==> config.mk <==
export PLATFORM = sky130hd
export DESIGN_NAME = pwm_capture_flat
export DESIGN_NICKNAME = d
export VERILOG_FILES = /design/src/rtl/pwm_pkg.sv /design/src/rtl/pwm_capture_if.sv /design/src/rtl/pwm_in_sync.sv /design/src/rtl/pwm_capture.sv /design/src/flat_wrapper.sv
export SDC_FILE = /design/constraint.sdc
export NUM_CORES = 1
export LEC_CHECK = 0
export BUFFER_PORTS_ARGS = -buffer_cell sky130_fd_sc_hd__buf_4
export CAP_MARGIN = 25
export CORE_MARGIN = 10
export CORE_UTILIZATION = 55
export CTS_BUF_LIST = sky130_fd_sc_hd__clkbuf_16
export DETAILED_ROUTE_END_ITERATION = 10
export GPL_ROUTABILITY_DRIVEN = 1
export PLACE_DENSITY = 0.86
export SYNTH_ARGS = -nofsm -noshare
export SYNTH_HDL_FRONTEND = slang
export SYNTH_HIERARCHICAL = 1
export SYNTH_SLANG_ARGS = --single-unit
==> constraint.sdc <==
create_clock -name pwm_clk -period 3.9 [get_ports pwm_clk]
set_clock_uncertainty 0.2 [all_clocks]
set_input_delay 0 -clock pwm_clk [delete_from_list [all_inputs] [get_ports pwm_clk]]
set_output_delay 0 -clock pwm_clk [all_outputs]
set_load 0.02 [all_outputs]
==> src/rtl/pwm_pkg.sv <==
// Shared state encoding and constants for the PWM capture block.
// Pure declarations; no logic, no latency, no flow control.
package pwm_pkg;

    typedef enum logic [1:0] {
        IDLE  = 2'd0,
        HIGH  = 2'd1,
        LOW   = 2'd2,
        STUCK = 2'd3
    } state_t;

    localparam int DUTY_MAX = 255;

endpackage

==> src/rtl/pwm_capture_if.sv <==
// Capture-side bundle: raw PWM line in, measurement results out.
// Results are qualified by a one-cycle valid pulse; there is no backpressure.
interface pwm_capture_if #(
    parameter int CNT_W = 16
);
    logic             pwm_in;
    logic [CNT_W-1:0] high_time;
    logic [CNT_W-1:0] period;
    logic [7:0]       duty;
    logic             valid;
    logic             stuck;
    logic             stuck_lvl;

    modport master (
        input  pwm_in,
        output high_time, period, duty, valid, stuck, stuck_lvl
    );

    modport slave (
        output pwm_in,
        input  high_time, period, duty, valid, stuck, stuck_lvl
    );
endinterface

==> src/rtl/pwm_in_sync.sv <==
// Synchronizer + registered edge detect for the PWM line; optional PWM_CAPTURE_GLITCH_FILTER_EN filter.
// Latency 3 cycles pin-to-edge-pulse (+FILT_LEN when filtered); no backpressure.
module pwm_in_sync #(
    parameter int FILT_LEN = 3
) (
    input  logic pwm_clk,
    input  logic rst_n,
    input  logic pwm_in,
    output logic pwm_s,
    output logic rise,
    output logic fall
);

    logic sync1;
    logic sync2;
    logic pwm_s_d;

    always_ff @(posedge pwm_clk or negedge rst_n) begin
        if (!rst_n) begin
            sync1 <= 1'b0;
            sync2 <= 1'b0;
        end else begin
            sync1 <= pwm_in;
            sync2 <= sync1;
        end
    end

`ifdef PWM_CAPTURE_GLITCH_FILTER_EN
    localparam int RUN_W = $clog2(FILT_LEN + 1);

    logic [RUN_W-1:0] run;
    logic             filt;

    // run counts consecutive samples disagreeing with the accepted level;
    // delay is identical for both polarities so measured widths are unbiased.
    always_ff @(posedge pwm_clk or negedge rst_n) begin
        if (!rst_n) begin
            run  <= '0;
            filt <= 1'b0;
        end else if (sync2 == filt) begin
            run <= '0;
        end else if (run == RUN_W'(FILT_LEN - 1)) begin
            filt <= sync2;
            run  <= '0;
        end else begin
            run <= run + 1'b1;
        end
    end

    assign pwm_s = filt;
`else
    assign pwm_s = sync2;
`endif

    always_ff @(posedge pwm_clk or negedge rst_n) begin
        if (!rst_n) begin
            pwm_s_d <= 1'b0;
            rise    <= 1'b0;
            fall    <= 1'b0;
        end else begin
            pwm_s_d <= pwm_s;
            rise    <= pwm_s & ~pwm_s_d;
            fall    <= ~pwm_s & pwm_s_d;
        end
    end

endmodule

==> src/rtl/pwm_capture.sv <==
// PWM receive decoder: high time, period, 8-bit duty and stuck-line detect; PWM_CAPTURE_GLITCH_FILTER_EN adds a filter.
// valid pulses 4 pwm_clk after a pwm_in rise (+FILT_LEN filtered); results are fire-and-forget, no backpressure.
module pwm_capture
    import pwm_pkg::*;
#(
    parameter int CNT_W    = 16,
    parameter int TIMEOUT  = 65535,
    parameter int FILT_LEN = 3
) (
    input  logic          pwm_clk,
    input  logic          rst_n,
    pwm_capture_if.master bus
);

    localparam logic [CNT_W-1:0] TO_LIM  = CNT_W'(TIMEOUT);
    localparam logic [CNT_W-1:0] CNT_MAX = {CNT_W{1'b1}};

    logic pwm_s;
    logic rise;
    logic fall;

    pwm_in_sync #(
        .FILT_LEN (FILT_LEN)
    ) u_sync (
        .pwm_clk (pwm_clk),
        .rst_n   (rst_n),
        .pwm_in  (bus.pwm_in),
        .pwm_s   (pwm_s),
        .rise    (rise),
        .fall    (fall)
    );

    state_t           state;
    logic [CNT_W-1:0] cnt;
    logic [CNT_W-1:0] idle_cnt;
    logic [CNT_W-1:0] hi_cnt;
    logic [CNT_W-1:0] high_time_r;
    logic [CNT_W-1:0] period_r;
    logic [7:0]       duty_r;
    logic             valid_r;
    logic             stuck_r;
    logic             stuck_lvl_r;
    logic             timeout;

    function automatic logic [7:0] sat_duty(input logic [CNT_W-1:0] v);
        return (v > CNT_W'(DUTY_MAX)) ? 8'(DUTY_MAX) : v[7:0];
    endfunction

    // An edge in the same cycle always beats the timeout.
    assign timeout = (idle_cnt == TO_LIM) && !rise && !fall;

    always_ff @(posedge pwm_clk or negedge rst_n) begin
        if (!rst_n) begin
            cnt      <= '0;
            idle_cnt <= '0;
        end else begin
            if (rise) begin
                cnt <= CNT_W'(1);
            end else if (cnt != CNT_MAX) begin
                cnt <= cnt + 1'b1;
            end

            if (rise || fall) begin
                idle_cnt <= CNT_W'(1);
            end else if (idle_cnt != TO_LIM) begin
                idle_cnt <= idle_cnt + 1'b1;
            end
        end
    end

    always_ff @(posedge pwm_clk or negedge rst_n) begin
        if (!rst_n) begin
            state       <= IDLE;
            hi_cnt      <= '0;
            high_time_r <= '0;
            period_r    <= '0;
            duty_r      <= '0;
            valid_r     <= 1'b0;
            stuck_r     <= 1'b0;
            stuck_lvl_r <= 1'b0;
        end else begin
            valid_r <= 1'b0;
            if (timeout && state != STUCK) begin
                state       <= STUCK;
                stuck_r     <= 1'b1;
                stuck_lvl_r <= pwm_s;
                duty_r      <= pwm_s ? 8'(DUTY_MAX) : 8'd0;
                valid_r     <= 1'b1;
            end else begin
                case (state)
                    IDLE: begin
                        if (rise) begin
                            state <= HIGH;
                        end
                    end
                    HIGH: begin
                        if (fall) begin
                            hi_cnt <= cnt;
                            state  <= LOW;
                        end
                    end
                    LOW: begin
                        if (rise) begin
                            high_time_r <= hi_cnt;
                            period_r    <= cnt;
                            duty_r      <= sat_duty(hi_cnt);
                            valid_r     <= 1'b1;
                            state       <= HIGH;
                        end
                    end
                    STUCK: begin
                        // Track the line while stuck; first rise re-arms like IDLE.
                        stuck_lvl_r <= pwm_s;
                        duty_r      <= pwm_s ? 8'(DUTY_MAX) : 8'd0;
                        if (rise) begin
                            stuck_r <= 1'b0;
                            state   <= HIGH;
                        end
                    end
                    default: state <= IDLE;
                endcase
            end
        end
    end

    assign bus.high_time = high_time_r;
    assign bus.period    = period_r;
    assign bus.duty      = duty_r;
    assign bus.valid     = valid_r;
    assign bus.stuck     = stuck_r;
    assign bus.stuck_lvl = stuck_lvl_r;

endmodule

==> src/flat_wrapper.sv <==
// flat-port wrapper written by rule: the top's interface ports become plain ports
module pwm_capture_flat import pwm_pkg::*;
#(
    parameter int CNT_W    = 16,
    parameter int TIMEOUT  = 65535,
    parameter int FILT_LEN = 3
)
  (pwm_clk, rst_n, bus_pwm_in, bus_high_time, bus_period, bus_duty, bus_valid, bus_stuck, bus_stuck_lvl);
  pwm_capture_if #(.CNT_W(CNT_W)) bus_i ();
  input  logic pwm_clk;
  input  logic rst_n;
  input wire logic [$bits(bus_i.pwm_in)-1:0] bus_pwm_in;
  output wire logic [$bits(bus_i.high_time)-1:0] bus_high_time;
  output wire logic [$bits(bus_i.period)-1:0] bus_period;
  output wire logic [$bits(bus_i.duty)-1:0] bus_duty;
  output wire logic [$bits(bus_i.valid)-1:0] bus_valid;
  output wire logic [$bits(bus_i.stuck)-1:0] bus_stuck;
  output wire logic [$bits(bus_i.stuck_lvl)-1:0] bus_stuck_lvl;
  assign bus_i.pwm_in = bus_pwm_in;
  assign bus_high_time = bus_i.high_time;
  assign bus_period = bus_i.period;
  assign bus_duty = bus_i.duty;
  assign bus_valid = bus_i.valid;
  assign bus_stuck = bus_i.stuck;
  assign bus_stuck_lvl = bus_i.stuck_lvl;
  pwm_capture #(.CNT_W(CNT_W), .TIMEOUT(TIMEOUT), .FILT_LEN(FILT_LEN)) u_core (.pwm_clk(pwm_clk), .rst_n(rst_n), .bus(bus_i));
endmodule
==> results of run 1 <==
==> registers in the layout, indices dropped and copies added, names as in the netlist <==
register               count
u_core/state               2
u_core/u_sync/rise         1
u_core/hi_cnt             16
u_core/bus.stuck           1
u_core/bus.duty            8
u_core/bus.valid           1
u_core/idle_cnt           16
u_core/bus.stuck_lvl       1
u_core/u_sync/pwm_s_d      1
u_core/u_sync/sync1        1
u_core/u_sync/fall         1
u_core/bus.high_time      16
u_core/u_sync/pwm_s        1
u_core/bus.period         16
u_core/cnt                16
==> metal layers <==
| metal | GRT usage | vias to the layer above | wire length, um |
|---|---|---|---|
| met5 | 0 | - | 0 |
| met4 | 0.07062 | 0 | 219 |
| met3 | 0.04402 | 22 | 704 |
| met2 | 0.2754 | 146 | 4751 |
| met1 | 0.2107 | 1695 | 4132 |
| li1 | - | 1607 | - |
==> per-stage QoR <==
step	setup WS, ns	total power [uW]	area [um2]	utilization	hold slack [ns]
final	1.341	2695	5042	0.6559	0.1078
after floorplan	1.746	1594	4304	-	-0.4956
after global routing	1.140	2808	5042	0.6559	0.1225
after detailed placement	1.405	1843	4726	0.6147	-0.08935
after CTS	1.348	2711	5042	0.6559	0.09585
after global placement	1.534	1815	4726	0.6147	-0.08889
==> power by group through the flow <==
stage / Clock (uW) / Sequential, uW / Combinational [uW]
2_1_floorplan: 0 / 1370 / 226
3_3_place_gp: 0 / 1290 / 525
3_5_place_dp: 0 / 1300 / 547
4_1_cts: 878 / 1280 / 553
5_1_grt: 917 / 1300 / 588
6_report: 866 / 1280 / 545
==> worst max path at each step <==
stage / startpoint / slack (ns) / to
finish: u_core/idle_cnt[0] / 1.34 / u_core/bus.stuck_lvl
global route: u_core/u_sync/rise / 1.14 / u_core/bus.stuck_lvl
CTS: u_core/u_sync/rise / 1.35 / u_core/bus.stuck_lvl
detailed placement: u_core/idle_cnt[0] / 1.41 / u_core/bus.duty[4]
global placement: u_core/idle_cnt[0] / 1.53 / u_core/bus.duty[4]
floorplan: u_core/idle_cnt[0] / 1.75 / u_core/bus.duty[4]
==> logic make-up (layout without fill, tap and decap cells) <==
group / Yosys count / count (layout)
buffers and inverters: 25 / 74
xor gates and xnor gates: 3 / 3
AOI/OAI and AO/OA: 65 / 65
adders and majority gates: 2 / 2
DFF: 98 / 98
muxes: 20 / 20
and+or+nand+nor: 220 / 220
==> placed cells by master, fill, tap and decap left out, types with 6 or more instances in the layout <==
cell type  count
o31ai_1       14
clkbuf_16      9
nand2_1      115
and3_1         7
or4_1          8
a21oi_1       15
nand3_1       12
nor2_1        21
o21ai_0       15
inv_1          6
nor3_1        18
buf_4         50
dfrtp_1       98
nor4_1         9
nor2b_1        7
mux2_2        20
nand4_1        6
==> final cells by class <==
| class | count | area share |
|---|---|---|
| multi-input cells | 310 | 0.3467 |
| clock inverters | 7 | 0.01414 |
| inverters | 6 | 0.004466 |
| well taps | 102 | 0.02531 |
| clock buffers | 9 | 0.04466 |
| flip-flops and latches | 98 | 0.4864 |
| repair buffers | 52 | 0.07841 |
==> synthesized netlist by cell type, drive strengths merged (2+ instances only) <==
cell / number / area [um2]
nand2: 115 / 431.7
o211a: 2 / 20.02
buf: 6 / 36.28
inv: 6 / 22.52
nor2: 21 / 78.83
and4: 2 / 17.52
ha: 2 / 25.02
or3: 4 / 25.02
and3: 7 / 43.79
o21a: 3 / 22.52
nand4: 8 / 62.56
dfrtp: 98 / 2452
a31o: 2 / 17.52
o211ai: 2 / 15.01
xnor2: 3 / 26.28
nor3: 18 / 90.09
or4: 8 / 60.06
a21oi: 15 / 75.07
mux2: 20 / 225.2
o21ai: 16 / 91.34
o31ai: 14 / 105.1
nor2b: 7 / 43.79
nor4: 9 / 56.30
nand3b: 2 / 15.01
a31oi: 5 / 31.28
nand3: 14 / 80.08
or2: 2 / 12.52
clkbuf: 13 / 50.04
==> impl_metrics.env, run 1 <==
export IMPL_synthAdderAreaFrac=0.005814
export IMPL_avgSynthCellArea_um2=9.940
export IMPL_reg2reg_depth=5
export IMPL_synth_compound_area_frac=0.09913
export IMPL_dr_first_iter_drc_count=344
export IMPL_holdCritPathClass="in2reg"
export IMPL_p_switching_uw=857.1
export IMPL_synth_xor_area_frac=0.006105
export IMPL_slowest_stage="or4_1"
export IMPL_slew_viol_final=0
export IMPL_core_um2=7687
export IMPL_ys_seq_elements=98
export IMPL_drv_cap=0
export IMPL_hold_depth=2
export IMPL_die_h_um=108.5
export IMPL_holdBufCountCts=2
export IMPL_wl_mm=9.807
export IMPL_htree_levels=3
export IMPL_hold_end="u_core/u_sync/sync1"
export IMPL_cts_buffers=9
export IMPL_crit_required_ns=3.86
export IMPL_finalSetupTns_ns=0
export IMPL_r2r_slack_ns=1.34
export IMPL_cts_sinks=98
export IMPL_yosysWarnings=6
export IMPL_ios=46
export IMPL_initial_core_util=0.5599
export IMPL_fp_row_count=32
export IMPL_ir_drop_v=0.0002359
export IMPL_path_buf_inv=0
export IMPL_drtAntennaViolNets=0
export IMPL_criticalPathCategory="reg2reg"
export IMPL_wl_per_cell_um=16.79
export IMPL_p_leak_uw=0.002447
export IMPL_synthSimpleGateAreaFrac=0.2416
export IMPL_arrival_ns=2.51
export IMPL_gp_congestion=0.8468
export IMPL_clock_fmax_ghz=0.3908
export IMPL_seq_area_um2=2452
export IMPL_yosysUniqueCellTypes=43
export IMPL_final_nets=482
export IMPL_r2r_end="u_core/bus.stuck_lvl"
export IMPL_placedCellCount=566
export IMPL_root_buffer="clkbuf_16"
export IMPL_worst_pin_slew_ns=0.8954
export IMPL_grt_pass1_wl_mm=16.17
export IMPL_clk_pin_slew_worst_paths_ns=0.07
export IMPL_antenna_found_initial=0
export IMPL_hpwl_mm=6.407
export IMPL_synth_net_count=438
export IMPL_worstPathCellList="ha_1 > nand3_2 > or4_1 > o21ai_4 > o21ai_0"
export IMPL_antenna_cells=0
export IMPL_cp_depth=5
export IMPL_cts_buffer_depth=2
export IMPL_gr_total_overflow=0
export IMPL_synth_area_um2=4304
export IMPL_post_cts_buffers=0
export IMPL_yosysSeqAreaShare=0.5698
export IMPL_netlist_instances=433
export IMPL_fill_cells=598
export IMPL_insertion_delay_ns=0.34
export IMPL_slew_limit_headroom=0.4002
export IMPL_viasPerCell=5.942
export IMPL_rsz0062_at_grt="false"
export IMPL_dr_pass1_iters=5
export IMPL_slowest_delay_ns=0.73
export IMPL_multi_input_area_um2=1748
export IMPL_crit_path_end_kind="flip-flop"
export IMPL_via_count=3470
export IMPL_remaining_drc_errors=0
export IMPL_setup_viol=0
export IMPL_drive_gt1_frac=0.1992
export IMPL_r2r_start="u_core/idle_cnt[0]"
export IMPL_hold_path_startpoint="bus_pwm_in"
export IMPL_cts_resized=0
export IMPL_p_clk_frac=0.321
export IMPL_grt_max_degree=71
export IMPL_p_seq_frac=0.476
export IMPL_io_buffer_count=45
export IMPL_ys_flop_type="dfrtp_1"
export IMPL_synth_top_family_by_area="simple AND/OR/NAND/NOR gates"
export IMPL_p_int_uw=1838
export IMPL_finalNonFillerCells=584
export IMPL_status="completed"
export IMPL_grt_pass1_vias=3425
export IMPL_min_period_over_period=0.6561
export IMPL_power_density_nw_per_um2=534.4
export IMPL_die_x_um=108.5
export IMPL_cts_tree="built"
export IMPL_period_needed_ns=2.559
export IMPL_cpLargestDelayFamily="simple AND/OR/NAND/NOR gates"
export IMPL_synth_edf_count=0
export IMPL_synthArstFlopShare=1.000
export IMPL_comb_power_share=0.202
export IMPL_grt_usage=0.1696
export IMPL_dieArea_um2=11760
export IMPL_crit_fanout=9
export IMPL_switching_share=0.3181
export IMPL_muxShareOfSynthArea=0.05233
export IMPL_hold_violations=0
export IMPL_start_kind="flip-flop"
export IMPL_area_growth_pct=17.15
Power figures use the tool's default switching activity.
==> inputs of run 2 (changes only) <==
--- a/config.mk
+++ b/config.mk
@@ -5,6 +5,7 @@
 export SDC_FILE = /design/constraint.sdc
 export NUM_CORES = 1
 export LEC_CHECK = 0
+export ABC_AREA = 1
 export BUFFER_PORTS_ARGS = -buffer_cell sky130_fd_sc_hd__buf_4
 export CAP_MARGIN = 25
 export CORE_MARGIN = 10
==> constraint.sdc (replaced) <==
create_clock -name pwm_clk -period 2.55 [get_ports pwm_clk]
set_clock_uncertainty 0.2 [all_clocks]
set_input_delay 0 -clock pwm_clk [delete_from_list [all_inputs] [get_ports pwm_clk]]
set_output_delay 0 -clock pwm_clk [all_outputs]
set_load 0.02 [all_outputs]
==> run 2 against run 1 <==
Utilization down 0.48 points. Largest power group unchanged. Register-to-register slack worse by 0.86 ns. Global-route usage down 0.30 points. Final cell count up 16%. Synthesized area up 7.6%. Critical endpoint is now u_core/bus.duty[4]. Setup slack worse by 0.86 ns. Critical path depth up 6.
==> impl_metrics.env, run 2 <==
export IMPL_setup_ws_ns=0.4780
export IMPL_crit_required_ns=2.58
export IMPL_synth_net_count=526
export IMPL_finalSetupTns_ns=0
export IMPL_cts_tree="built"
export IMPL_antenna_cells=0
export IMPL_r2r_slack_ns=0.48
export IMPL_status="completed"
export IMPL_wl_per_cell_um=15.53
export IMPL_hold_violations=0
export IMPL_worstPathCellList="ha_1 > nand2_2 > nor2_4 > nand2_4 > nor2_8 > nand2_4 > nand2_4 > nor2_8 > clkinv_4 > nand2_1 > nand2_1"
export IMPL_finalInstanceArea_um2=5350
export IMPL_avgSynthCellArea_um2=8.893
export IMPL_grt_max_degree=75
export IMPL_synthDominantCellAreaShare=0.5293
export IMPL_yosysUniqueCellTypes=32
export IMPL_via_count=3743
export IMPL_cpLargestDelayFamily="simple AND/OR/NAND/NOR gates"
export IMPL_criticalPathCategory="reg2reg"
export IMPL_cts_buffers=9
export IMPL_wl_mm=10.54
export IMPL_antenna_found_initial=0
export IMPL_insertion_delay_ns=0.34
export IMPL_r2r_start="u_core/idle_cnt[0]"
export IMPL_ir_drop_v=0.0005101
export IMPL_synthTopCellsByArea="dfrtp_1 53%, nand2_1 12%, o21ai_2 5.3%, o21ai_0 4.3%, inv_1 4.0%"
export IMPL_crit_path_end="u_core/bus.duty[4]"
export IMPL_power_density_nw_per_um2=824.4
export IMPL_grt_pass1_wl_mm=17.48
export IMPL_yosys_top_cells_count="148 x nand2_1, 98 x dfrtp_1, 49 x inv_1"
export IMPL_area_growth_pct=15.47
export IMPL_slowest_delay_ns=0.42
export IMPL_final_common_cell="nand2_1"
export IMPL_r2r_end="u_core/bus.duty[4]"
export IMPL_cts_sinks=98
export IMPL_htree_levels=3
export IMPL_reg2reg_depth=11
export IMPL_fp_row_count=33
export IMPL_arrival_ns=2.10
export IMPL_cpMostUsedCell="nand2_4"
export IMPL_ys_seq_elements=98
export IMPL_io_buffer_count=45
export IMPL_critPathLaunch="u_core/idle_cnt[0]"
export IMPL_p_leak_uw=0.002716
export IMPL_cp_depth=11
export IMPL_setup_viol=0
export IMPL_place_area_um2=5020
export IMPL_synth_area_um2=4633
export IMPL_clock_fmax_ghz=0.4826
export IMPL_drv_cap=0
export IMPL_synth_most_common_cell="nand2_1"
export IMPL_root_buffer="clkbuf_16"
export IMPL_dr_pass1_iters=5
export IMPL_core_um2=8217
export IMPL_die_x_um=111.8
export IMPL_fill_cells=655
export IMPL_clk_pin_slew_worst_paths_ns=0.06
export IMPL_viasPerCell=5.513
export IMPL_drtAntennaViolNets=0
export IMPL_crit_path_end_kind="flip-flop"
export IMPL_gr_total_overflow=0
export IMPL_cts_buffer_depth=2
export IMPL_initial_core_util=0.5639
export IMPL_place_worst_setup_slack_ns=0.5415
export IMPL_synthArstFlopShare=1.000
export IMPL_min_period_over_period=0.8125
export IMPL_hpwl_mm=7.543
export IMPL_final_nets=574
export IMPL_path_buf_inv=1
export IMPL_die_h_um=111.8
export IMPL_slowest_stage="dfrtp_1"
export IMPL_cts_resized=0
export IMPL_ys_flop_type="dfrtp_1"
export IMPL_worst_hold_slack_ns=0.1168
export IMPL_synth_largest_area_cell="dfrtp_1"
export IMPL_grt_pass1_vias=3557
export IMPL_period_needed_ns=2.072
export IMPL_worst_pin_slew_ns=0.8942
export IMPL_layout_common_cells="148 x nand2_1, 98 x dfrtp_1, 50 x inv_1, 49 x buf_4, 40 x o21ai_0"
export IMPL_utilization=0.6511
export IMPL_drive_gt1_frac=0.2160
export IMPL_synth_edf_count=0
export IMPL_remaining_drc_errors=0
export IMPL_grt_usage=0.1666
export IMPL_gp_congestion=0.9795
export IMPL_holdCritPathClass="in2reg"
export IMPL_start_kind="flip-flop"
export IMPL_yosysSeqAreaShare=0.5293
export IMPL_crit_fanout=18
export IMPL_rsz0062_at_grt="false"
export IMPL_yosysWarnings=6
export IMPL_multi_input_area_um2=1856
export IMPL_slew_limit_headroom=0.4039
export IMPL_dr_first_iter_drc_count=291
export IMPL_seq_area_um2=2452
export IMPL_slew_viol_final=0
export IMPL_netlist_instances=521
export IMPL_ios=46
export IMPL_dieArea_um2=12490
## run 2: cells by family (layout without fill, tap and decap cells)
logic type / count (synthesis) / in the layout / synth area share
buf+inv: 68 / 121 / 0.07022
flops: 98 / 98 / 0.5293
xor+xnor: 7 / 7 / 0.01323
compound gates: 82 / 82 / 0.1153
simple gates: 264 / 264 / 0.2665
fa+ha+maj: 2 / 2 / 0.005400
## run 2: worst min-delay path by stage
stage                          end        from  cells past startpoint
2_1_floorplan   u_core/bus.duty[0]       rst_n                      0
3_3_place_gp   u_core/u_sync/sync1  bus_pwm_in                      1
6_report       u_core/u_sync/sync1  bus_pwm_in                      2
3_5_place_dp   u_core/u_sync/sync1  bus_pwm_in                      1
5_1_grt        u_core/u_sync/sync1  bus_pwm_in                      2
4_1_cts        u_core/u_sync/sync1  bus_pwm_in                      2
## run 2: final cells by class
type                    instances  share of cell area
clock inverters                 7             0.01590
clock buffers                   9             0.04210
repair buffers                 51             0.07250
multi-input cells             355              0.3468
inverters                      54             0.03976
well taps                     105             0.02456
flip-flops and latches         98              0.4584
## run 2: per-layer routing
layer,global-route usage,routed length [um],vias up
li1,-,-,1772
met1,0.2076,4482,1808
met2,0.2758,5251,142
met3,0.02899,565,21
met4,0.07455,244,0
met5,0,0,-
## run 2: timing repair
action	in CTS	in global routing
setup buffers	0	0
endpoints found under the hold margin	73	0
hold buffers	2	0
## run 2: report_power, final
group	switching (uW)	leakage (uW)	total, uW	internal (uW)
clock	547	0.000154	1400	849
combinational	708	0.00124	1090	382
sequential	160	0.00133	1920	1760
total	1420	0.00272	4410	3000
## run 2: through the flow
stage | std cells | total power [uW]
after CTS | 679 | 4439
after global routing | 679 | 4629
after global placement | 661 | 2986
final | 679 | 4411
after floorplan | 521 | 2654
after detailed placement | 661 | 3037
==> inputs of run 3 (changes only) <==
==> constraint.sdc (replaced) <==
create_clock -name pwm_clk -period 2.15 [get_ports pwm_clk]
set_clock_uncertainty 0.2 [all_clocks]
set_input_delay 0 -clock pwm_clk [delete_from_list [all_inputs] [get_ports pwm_clk]]
set_output_delay 0 -clock pwm_clk [all_outputs]
set_load 0.02 [all_outputs]
==> run 3 against run 2 <==
Register-to-register slack worse by 0.38 ns. Cell area is 0.12% higher. Combinational power is 19% higher. Utilization is 0.076 points higher. Total power is 14% higher. Fmax is 0.87% higher. First-iteration DRC count is 13% higher. Critical endpoint is now u_core/cnt[0]. Largest power group unchanged.
==> impl_metrics.env, run 3 (same netlist as run 2, synthesis figures left out) <==
export IMPL_core_um2=8217
export IMPL_viasPerCell=5.656
export IMPL_dr_pass1_iters=7
export IMPL_gr_total_overflow=0
export IMPL_wl_per_cell_um=15.83
export IMPL_ios=46
export IMPL_fp_row_count=33
export IMPL_grt_pass1_wl_mm=18.11
export IMPL_setup_ws_ns=0.09588
export IMPL_rsz0062_at_grt="false"
export IMPL_antenna_cells=0
export IMPL_crit_required_ns=2.15
export IMPL_finalInstanceArea_um2=5356
export IMPL_arrival_ns=2.05
export IMPL_grt_pass1_vias=3762
export IMPL_finalSetupTns_ns=0
export IMPL_htree_levels=3
export IMPL_root_buffer="clkbuf_16"
export IMPL_grt_usage=0.1695
export IMPL_cts_tree="built"
export IMPL_holdCritPathClass="in2async"
export IMPL_min_period_over_period=0.9554
export IMPL_utilization=0.6519
export IMPL_hold_violations=0
export IMPL_hpwl_mm=7.481
export IMPL_io_buffer_count=45
export IMPL_ir_drop_v=0.0006662
export IMPL_antenna_found_initial=0
export IMPL_slew_viol_final=0
export IMPL_crit_fanout=9
export IMPL_drive_gt1_frac=0.2205
export IMPL_crit_path_end_kind="flip-flop"
export IMPL_setup_viol=0
export IMPL_initial_core_util=0.5639
export IMPL_dr_first_iter_drc_count=328
export IMPL_gp_congestion=0.9470
export IMPL_status="completed"
export IMPL_post_cts_buffers=0
export IMPL_cts_buffer_depth=2
export IMPL_layout_common_cells="147 x nand2_1, 98 x dfrtp_1, 50 x inv_1, 49 x buf_4, 40 x o21ai_0"
export IMPL_power_density_nw_per_um2=938.0
export IMPL_area_growth_pct=15.61
export IMPL_dieArea_um2=12490
export IMPL_drv_cap=0
export IMPL_worst_pin_slew_ns=0.7520
export IMPL_cts_buffers=9
export IMPL_grt_max_degree=75
export IMPL_start_kind="flip-flop"
export IMPL_criticalPathCategory="reg2reg"
export IMPL_via_count=3852
export IMPL_insertion_delay_ns=0.33
export IMPL_cts_sinks=98
export IMPL_final_nets=577
export IMPL_die_x_um=111.8
export IMPL_final_common_cell="nand2_1"
export IMPL_drtAntennaViolNets=0
export IMPL_place_area_um2=5040
export IMPL_slew_limit_headroom=0.4987
export IMPL_die_h_um=111.8
export IMPL_place_worst_setup_slack_ns=0.1357
export IMPL_p_leak_uw=0.002699
export IMPL_period_needed_ns=2.054
export IMPL_remaining_drc_errors=0
export IMPL_wl_mm=10.78
export IMPL_clock_fmax_ghz=0.4868
export IMPL_clk_pin_slew_worst_paths_ns=0.06
-- run 3: layout make-up --
cell class | count | area, um2
Fill cell | 652 | 2860
Clock buffer | 9 | 225.2
Timing Repair Buffer | 54 | 432.9
Inverter | 54 | 212.7
Tap cell | 105 | 131.4
Sequential cell | 98 | 2452
Multi-Input combinational cell | 355 | 1867
Clock inverter | 6 | 35.03
-- run 3: metrics by stage --
stage          cells  hold WS, ns  total power, uW
2_1_floorplan    521      -0.4956             3147
3_3_place_gp     662      -0.2708             3543
3_5_place_dp     662      -0.2667             3603
4_1_cts          680      0.06809             5043
5_1_grt          681      0.06375             5287
6_report         681      0.02307             5024
-- run 3: layer usage --
layer	vias to the layer above	routed length, um	global-route usage
met5	-	0	0
met4	0	303	0.06084
met3	41	656	0.02952
met2	184	5303	0.2879
met1	1852	4520	0.2110
li1	1775	-	-
-- run 3: critical path, cell delays in order, from the launching register on --
cell and delay (ns):
dfrtp_1 0.42, ha_1 0.24, nand3_1 0.09, inv_1 0.09, nand2_1 0.15, inv_1 0.11, nand4_1 0.33, o21ai_0 0.20
o21ai_0 0.11
-- run 3: worst paths after layout --
path	from	endpoint	cells after the start	slack [ns]
max	u_core/cnt[0]	u_core/cnt[0]	8	0.1
min	rst_n	u_core/bus.period[8]	3	0.02
max reg2reg	u_core/cnt[0]	u_core/cnt[0]	8	0.1
min reg2reg	u_core/u_sync/sync1	u_core/u_sync/pwm_s	0	0.15
max in group asynchronous	rst_n	u_core/idle_cnt[11]	4	0.83
min in group pwm_clk	bus_pwm_in	u_core/u_sync/sync1	2	0.11
-- run 3: where the power goes --
group          leakage (uW)  switching [uW]  internal (uW)
Clock              0.000133             660            771
Combinational       0.00124             842            462
Sequential          0.00133             197           2090
-- run 3: timing repair --
action / in CTS / in global routing
hold buffers: 3 / 0
endpoints found under the setup margin: 0 / 7
hold endpoints to repair: 99 / 0
resized for setup: 0 / 2
